**src/rtl/fp_add_pipe.sv**
```systemverilog
// fp_add_pipe: 3-stage pipelined FP add/sub (exc|sign|exp|frac, no subnormals).
// Ports: X,Y,sub,in_tag via in_valid/in_ready; R,out_tag via out_valid/out_ready.
module fp_add_pipe #(
  parameter int WE    = 5,
  parameter int WF    = 6,
  parameter int TAG_W = 4
) (
  input  logic             clk,
  input  logic             rst_n,
  input  logic             in_valid,
  output logic             in_ready,
  input  logic [WE+WF+2:0] X,
  input  logic [WE+WF+2:0] Y,
  input  logic             sub,
  input  logic [TAG_W-1:0] in_tag,
  output logic             out_valid,
  input  logic             out_ready,
  output logic [WE+WF+2:0] R,
  output logic [TAG_W-1:0] out_tag
);
  localparam int N  = WE + WF + 3;
  localparam int MW = WF + 4;
  localparam int SW = WF + 5;
  localparam int AW = 2 * WF + 4;
  localparam int LW = $clog2(SW + 1);
  localparam int EW = WE + 2;
  localparam logic [WE:0]  COLL = (WE+1)'(WF + 3);
  localparam logic [N-1:0] QNAN = {2'b11, {(N-2){1'b0}}};

  logic w_adv;
  assign w_adv    = !(out_valid && !out_ready);
  assign in_ready = w_adv;

  // ---- S1: decode, swap, align ----
  logic [1:0]    w_xc, w_yc;
  logic          w_xs, w_ys, w_yse;
  logic [WE-1:0] w_xe, w_ye;
  logic [WF-1:0] w_xf, w_yf;
  assign {w_xc, w_xs, w_xe, w_xf} = X;
  assign {w_yc, w_ys, w_ye, w_yf} = Y;
  assign w_yse = w_ys ^ sub;

  logic         w_sp;
  logic [N-1:0] w_spr;
  always_comb begin
    w_sp  = 1'b1;
    w_spr = '0;
    if (w_xc == 2'b11 || w_yc == 2'b11)
      w_spr = QNAN;
    else if (w_xc == 2'b10 && w_yc == 2'b10 && w_xs != w_yse)
      w_spr = QNAN;
    else if (w_xc == 2'b10)
      w_spr = {2'b10, w_xs, {(N-3){1'b0}}};
    else if (w_yc == 2'b10)
      w_spr = {2'b10, w_yse, {(N-3){1'b0}}};
    else if (w_xc == 2'b00 && w_yc == 2'b00)
      w_spr = {2'b00, w_xs & w_yse, {(N-3){1'b0}}};
    else if (w_xc == 2'b00)
      w_spr = {2'b01, w_yse, w_ye, w_yf};
    else if (w_yc == 2'b00)
      w_spr = {2'b01, w_xs, w_xe, w_xf};
    else
      w_sp = 1'b0;
  end

  logic          w_swap, w_sa, w_sb;
  logic [WE-1:0] w_ea, w_eb, w_d;
  logic [WF-1:0] w_fa, w_fb;
  logic [AW-1:0] w_wide, w_sh;
  logic [MW-1:0] w_ma, w_mb;
  assign w_swap = {w_ye, w_yf} > {w_xe, w_xf};
  assign w_sa   = w_swap ? w_yse : w_xs;
  assign w_sb   = w_swap ? w_xs : w_yse;
  assign w_ea   = w_swap ? w_ye : w_xe;
  assign w_eb   = w_swap ? w_xe : w_ye;
  assign w_fa   = w_swap ? w_yf : w_xf;
  assign w_fb   = w_swap ? w_xf : w_yf;
  assign w_d    = w_ea - w_eb;
  assign w_wide = {1'b1, w_fb, {(WF+3){1'b0}}};
  assign w_sh   = w_wide >> w_d;
  assign w_ma   = {1'b1, w_fa, 3'b000};
  // Layout 1.f|G|R|S; a shift past R leaves only the sticky bit.
  assign w_mb   = ({1'b0, w_d} >= COLL) ? MW'(1)
                : {w_sh[AW-1:WF+1], |w_sh[WF:0]};

  logic             r1_v, r1_sp, r1_s, r1_op;
  logic [N-1:0]     r1_spr;
  logic [TAG_W-1:0] r1_tag;
  logic [WE-1:0]    r1_e;
  logic [MW-1:0]    r1_ma, r1_mb;

  always_ff @(posedge clk or negedge rst_n) begin
    if (!rst_n) begin
      r1_v   <= 1'b0;
      r1_sp  <= 1'b0;
      r1_s   <= 1'b0;
      r1_op  <= 1'b0;
      r1_spr <= '0;
      r1_tag <= '0;
      r1_e   <= '0;
      r1_ma  <= '0;
      r1_mb  <= '0;
    end else if (w_adv) begin
      r1_v   <= in_valid;
      r1_sp  <= w_sp;
      r1_s   <= w_sa;
      r1_op  <= w_sa ^ w_sb;
      r1_spr <= w_spr;
      r1_tag <= in_tag;
      r1_e   <= w_ea;
      r1_ma  <= w_ma;
      r1_mb  <= w_mb;
    end
  end

  // ---- S2: add/sub, leading zeros ----
  function automatic logic [LW-1:0] f_lzc(input logic [SW-1:0] v);
    f_lzc = LW'(SW);
    for (int i = 0; i < SW; i++)
      if (v[i]) f_lzc = LW'(SW - 1 - i);
  endfunction

  logic [SW-1:0] w_sum;
  assign w_sum = r1_op ? {1'b0, r1_ma} - {1'b0, r1_mb}
                       : {1'b0, r1_ma} + {1'b0, r1_mb};

  logic             r2_v, r2_sp, r2_s;
  logic [N-1:0]     r2_spr;
  logic [TAG_W-1:0] r2_tag;
  logic [WE-1:0]    r2_e;
  logic [SW-1:0]    r2_sum;
  logic [LW-1:0]    r2_lz;

  always_ff @(posedge clk or negedge rst_n) begin
    if (!rst_n) begin
      r2_v   <= 1'b0;
      r2_sp  <= 1'b0;
      r2_s   <= 1'b0;
      r2_spr <= '0;
      r2_tag <= '0;
      r2_e   <= '0;
      r2_sum <= '0;
      r2_lz  <= '0;
    end else if (w_adv) begin
      r2_v   <= r1_v;
      r2_sp  <= r1_sp;
      r2_s   <= r1_s;
      r2_spr <= r1_spr;
      r2_tag <= r1_tag;
      r2_e   <= r1_e;
      r2_sum <= w_sum;
      r2_lz  <= f_lzc(w_sum);
    end
  end

  // ---- S3: normalise, round, pack ----
  logic [SW-1:0] w_n;
  logic [WF:0]   w_mant;
  logic [WF+1:0] w_mr;
  logic [WF-1:0] w_frac;
  logic [EW-1:0] w_e;
  logic          w_g, w_st, w_up, w_ovf, w_unf;
  logic [N-1:0]  w_res;

  // Shift so the MSB of the sum lands in the top bit; a carry-out
  // case is a zero shift, which is a right shift relative to 1.f.
  assign w_n    = r2_sum << r2_lz;
  assign w_mant = w_n[SW-1:4];
  assign w_g    = w_n[3];
  assign w_st   = |w_n[2:0];
  assign w_up   = w_g & (w_st | w_mant[0]);
  assign w_mr   = {1'b0, w_mant} + (WF+2)'(w_up);
  assign w_frac = w_mr[WF+1] ? w_mr[WF:1] : w_mr[WF-1:0];
  assign w_e    = EW'(r2_e) + EW'(1) - EW'(r2_lz) + EW'(w_mr[WF+1]);
  assign w_unf  = w_e[EW-1];
  assign w_ovf  = !w_e[EW-1] && (|w_e[EW-2:WE]);

  always_comb begin
    w_res = {2'b01, r2_s, w_e[WE-1:0], w_frac};
    if (r2_sp)
      w_res = r2_spr;
    else if (r2_sum == '0)
      w_res = '0;
    else if (w_ovf)
      w_res = {2'b10, r2_s, {(N-3){1'b0}}};
    else if (w_unf)
      w_res = {2'b00, r2_s, {(N-3){1'b0}}};
  end

  always_ff @(posedge clk or negedge rst_n) begin
    if (!rst_n) begin
      out_valid <= 1'b0;
      R         <= '0;
      out_tag   <= '0;
    end else if (w_adv) begin
      out_valid <= r2_v;
      if (r2_v) begin
        R       <= w_res;
        out_tag <= r2_tag;
      end
    end
  end

endmodule

```
**config.mk**
```make
export PLATFORM = sky130hd
export DESIGN_NAME = fp_add_pipe
export DESIGN_NICKNAME = d
export VERILOG_FILES = /design/src/rtl/fp_add_pipe.sv
export SDC_FILE = /design/constraint.sdc
export NUM_CORES = 1
export LEC_CHECK = 0
export CORE_ASPECT_RATIO = 0.6
export CORE_MARGIN = 3
export CORE_UTILIZATION = 35
export CTS_BUF_LIST = sky130_fd_sc_hd__clkbuf_2 sky130_fd_sc_hd__clkbuf_4 sky130_fd_sc_hd__clkbuf_8
export DETAILED_ROUTE_END_ITERATION = 6
export GPL_TIMING_DRIVEN = 0
export PLACE_DENSITY = 0.63
export SKIP_LAST_GASP = 1
export SLEW_MARGIN = 20
export SYNTH_ARGS = -nofsm -noshare
export SYNTH_HDL_FRONTEND = slang
export SYNTH_SLANG_ARGS = --single-unit
export TNS_END_PERCENT = 100
```
**constraint.sdc**
```tcl
create_clock -name clk -period 8.45 [get_ports clk]
set_input_delay 2.535 -clock clk [delete_from_list [all_inputs] [get_ports clk]]
set_output_delay 2.535 -clock clk [all_outputs]
set_load 0.05 [all_outputs]
```
==> impl_metrics.env <==
export IMPL_io_pins=57
export IMPL_cts_num_sinks=104
export IMPL_stdcell_area_um2=7742
export IMPL_synthCells=752
export IMPL_power_per_cell_area_nw_per_um2=304.1
export IMPL_setup_viol=0
export IMPL_final_fill_count=1865
export IMPL_fin_crit_ns=7.883
export IMPL_worstHoldEndpoint="r2_tag[0]"
export IMPL_coreArea_um2=18350
export IMPL_synth_edf_count=0
export IMPL_synthArstFlopShare=1.000
export IMPL_ctsHtreeMaxLevel=3
export IMPL_clockBufferDepth=2
export IMPL_worstPathArrival_ns=5.35
export IMPL_ant_nets=0
export IMPL_vias=5696
export IMPL_setup_worst_path_end_class="output pin"
export IMPL_tritoncts="yes"
export IMPL_hpwl_um=14320
export IMPL_synth_area_leaders="dfrtp_1 39%, nand2_1 8.9%, ha_1 7.4%, o21ai_0 4.1%, mux2i_1 3.8%"
export IMPL_floorplan_initialDensity=0.3617
export IMPL_synthTopCellsByCount="158 x nand2_1, 104 x dfrtp_1, 55 x o21ai_0"
export IMPL_rows=38
export IMPL_dr_pass1_iters=5
export IMPL_ys_types=67
export IMPL_hold_violations=0
export IMPL_fin_crit_sh=0.9329
export IMPL_synthesis_area_um2=6639
export IMPL_clk_pin_slew_ns=0.11
export IMPL_grt_max_degree=74
export IMPL_grt_total_usage=0.1800
export IMPL_die_area_um2=20710
export IMPL_placed_cell_area_um2=7528
export IMPL_drtIter0Drc=573
export IMPL_fin_tns_setup_ns=0
export IMPL_ys_warn_count=0
export IMPL_syn_num_nets=831
export IMPL_globalRouteOverflowTotal=0
export IMPL_post_cts_buffers=0
export IMPL_antennaDiodeCount=0
export IMPL_max_slew_margin=0.5279
export IMPL_crit_type="input port to output pin"
export IMPL_avgSynthCellArea_um2=8.828
export IMPL_critPathLaunchType="input port"
export IMPL_rr_startpoint="r2_lz[0]"
export IMPL_cts_root_buffer="clkbuf_8"
export IMPL_gp_congestion=0.9355
export IMPL_hp_class="flop to flop"
export IMPL_required_ns=5.92
export IMPL_die_w_um=183.8
export IMPL_synth_most_common_cell="nand2_1"
export IMPL_grt_pass1_vias=5222
export IMPL_cts_resized_gates=0
export IMPL_path_max_fanout=10
export IMPL_syn2layout_area_growth_pct=16.62
export IMPL_wl_per_cell_um=16.97
export IMPL_grt_pass1_wl_um=29500
export IMPL_drive_gt1_frac=0.05818
export IMPL_fmax_mhz=126.9
export IMPL_ys_ff_latch=104
export IMPL_route_detailed_drc=0
export IMPL_finalClockSkew_ns=0.01703
export IMPL_dieHeight_um=112.7
export IMPL_nets=899
export IMPL_clk_latency_ns=0.39
export IMPL_postCtsHoldBufs=0
export IMPL_maxCapViolCount=0
export IMPL_synth_top_area_share=0.3920
export IMPL_status="complete, no violations"
export IMPL_power_leakage_nw=3.434
export IMPL_r2r_end="R[10]"
export IMPL_numCtsBuffers=9
export IMPL_slew_viol_final=0
export IMPL_rr_worst_depth=20
export IMPL_synthFlopType="dfrtp_1"
export IMPL_port_buffers=56
export IMPL_yosysTopAreaCell="dfrtp_1"
export IMPL_rrSetupSlack_ns=3.42
export IMPL_via_per_inst=5.348
export IMPL_min_path_cells=2
export IMPL_vdd_ir_drop_max_v=0.0001065
export IMPL_ys_seq_area_frac=0.3920
export IMPL_power_mw=2.355
export IMPL_worst_pin_slew_ns=0.6990
export IMPL_rsz0062_at_grt="false"
export IMPL_wl_um=18070
export IMPL_hp_start="r2_tag[0]"
export IMPL_antenna_found_initial=1
==> metal layers <==
layer,part of all wire,up-vias,GRT usage
met2,0.35,181,0.2169
met5,0.00055,-,0
met1,0.57,2736,0.3189
met3,0.075,11,0.03724
met4,0.0047,2,0.02365
li1,-,2766,-
==> through the flow <==
stage | hold slack, ns | util | instances | setup slack [ns]
after floorplan | 0.4307 | - | 752 | 2.176
after global placement | 0.4502 | 0.4086 | 1048 | 0.5981
after detailed placement | 0.4524 | 0.4102 | 1049 | 0.5718
after CTS | 0.4776 | 0.4219 | 1065 | 0.5704
after global routing | 0.5039 | 0.4219 | 1065 | 0.3975
final | 0.4726 | 0.4219 | 1065 | 0.5667
==> worst max-delay path, stage by stage <==
cell and delay, ns:
clkdlybuf4s50_1 0.45, nor2b_1 0.05, clkbuf_1 0.24, inv_1 0.20
clkbuf_1 0.43, clkbuf_1 0.50, clkdlybuf4s50_1 0.92
==> sequential cells by signal (all words and copies together) (netlist names), 5 cells and up <==
register  flops
r1_mb        10
r2_e          5
r1_spr       14
R            14
r2_spr       14
r1_ma         7
r1_e          5
r2_sum       11
==> cells by family (layout without fill, tap and decap cells) <==
group / Yosys count / count (layout) / share of synthesized area
muxes: 43 / 43 / 0.08688
xor gates and xnor gates: 18 / 18 / 0.02375
AOI/OAI and AO/OA: 186 / 186 / 0.1841
adders and majority gates: 42 / 42 / 0.08255
DFF: 104 / 104 / 0.3920
buffers and inverters: 90 / 163 / 0.05503
and+or+nand+nor: 269 / 269 / 0.1757
==> cell type report <==
class	instances	area [µm²]	share of cell area
buffer	39	173.9	0.02246
clock buffer	9	123.9	0.01600
clock inverter	7	90.09	0.01164
inverter	51	191.4	0.02473
multi-input combinational	558	3671	0.4741
sequential	104	2603	0.3361
tap	240	300.3	0.03878
timing repair buffer	57	589.3	0.07611
==> cell usage in the layout, fill, tap and decap left out, types with 3 or more instances in the layout <==
cell             count
a21o_1               5
a21oi_1             36
a22o_1               8
a22oi_1             22
a31oi_1              5
and2_1               3
and3_1               4
buf_1                5
buf_6                3
clkbuf_1            30
clkbuf_8             9
clkdlybuf4s50_1     55
clkinv_8             4
dfrtp_1            104
fa_1                 3
ha_1                39
inv_1               48
mux2_2               7
mux2i_1             25
mux4_2              11
nand2_1            158
nand2b_1            10
nand3_1              8
nand4_1              4
nor2_1              48
nor2b_1              3
nor3_1              12
nor4b_1              3
o211ai_1             3
o21a_1               3
o21ai_0             55
o21bai_1             5
o22ai_1             10
o31ai_1              5
o41ai_1              3
or3_1                6
xnor2_1             12
xor2_1               6
==> worst max-delay path by stage <==
stage | start | endpoint | slack, ns | depth (start not counted)
floorplan | out_ready | in_ready | 2.18 | 5
global placement | out_ready | in_ready | 0.60 | 7
detailed placement | out_ready | in_ready | 0.57 | 7
CTS | out_ready | in_ready | 0.57 | 7
global route | out_ready | in_ready | 0.40 | 7
finish | out_ready | in_ready | 0.57 | 7
==> power breakdown <==
group	leakage, nW	internal (mW)	total (mW)	switching, mW
clock	0.101	0.119	0.322	0.203
combinational	2.02	0.505	1.27	0.765
sequential	1.31	0.635	0.763	0.129
total	3.43	1.26	2.35	1.10
No activity file was read; power rests on OpenSTA's default activity.
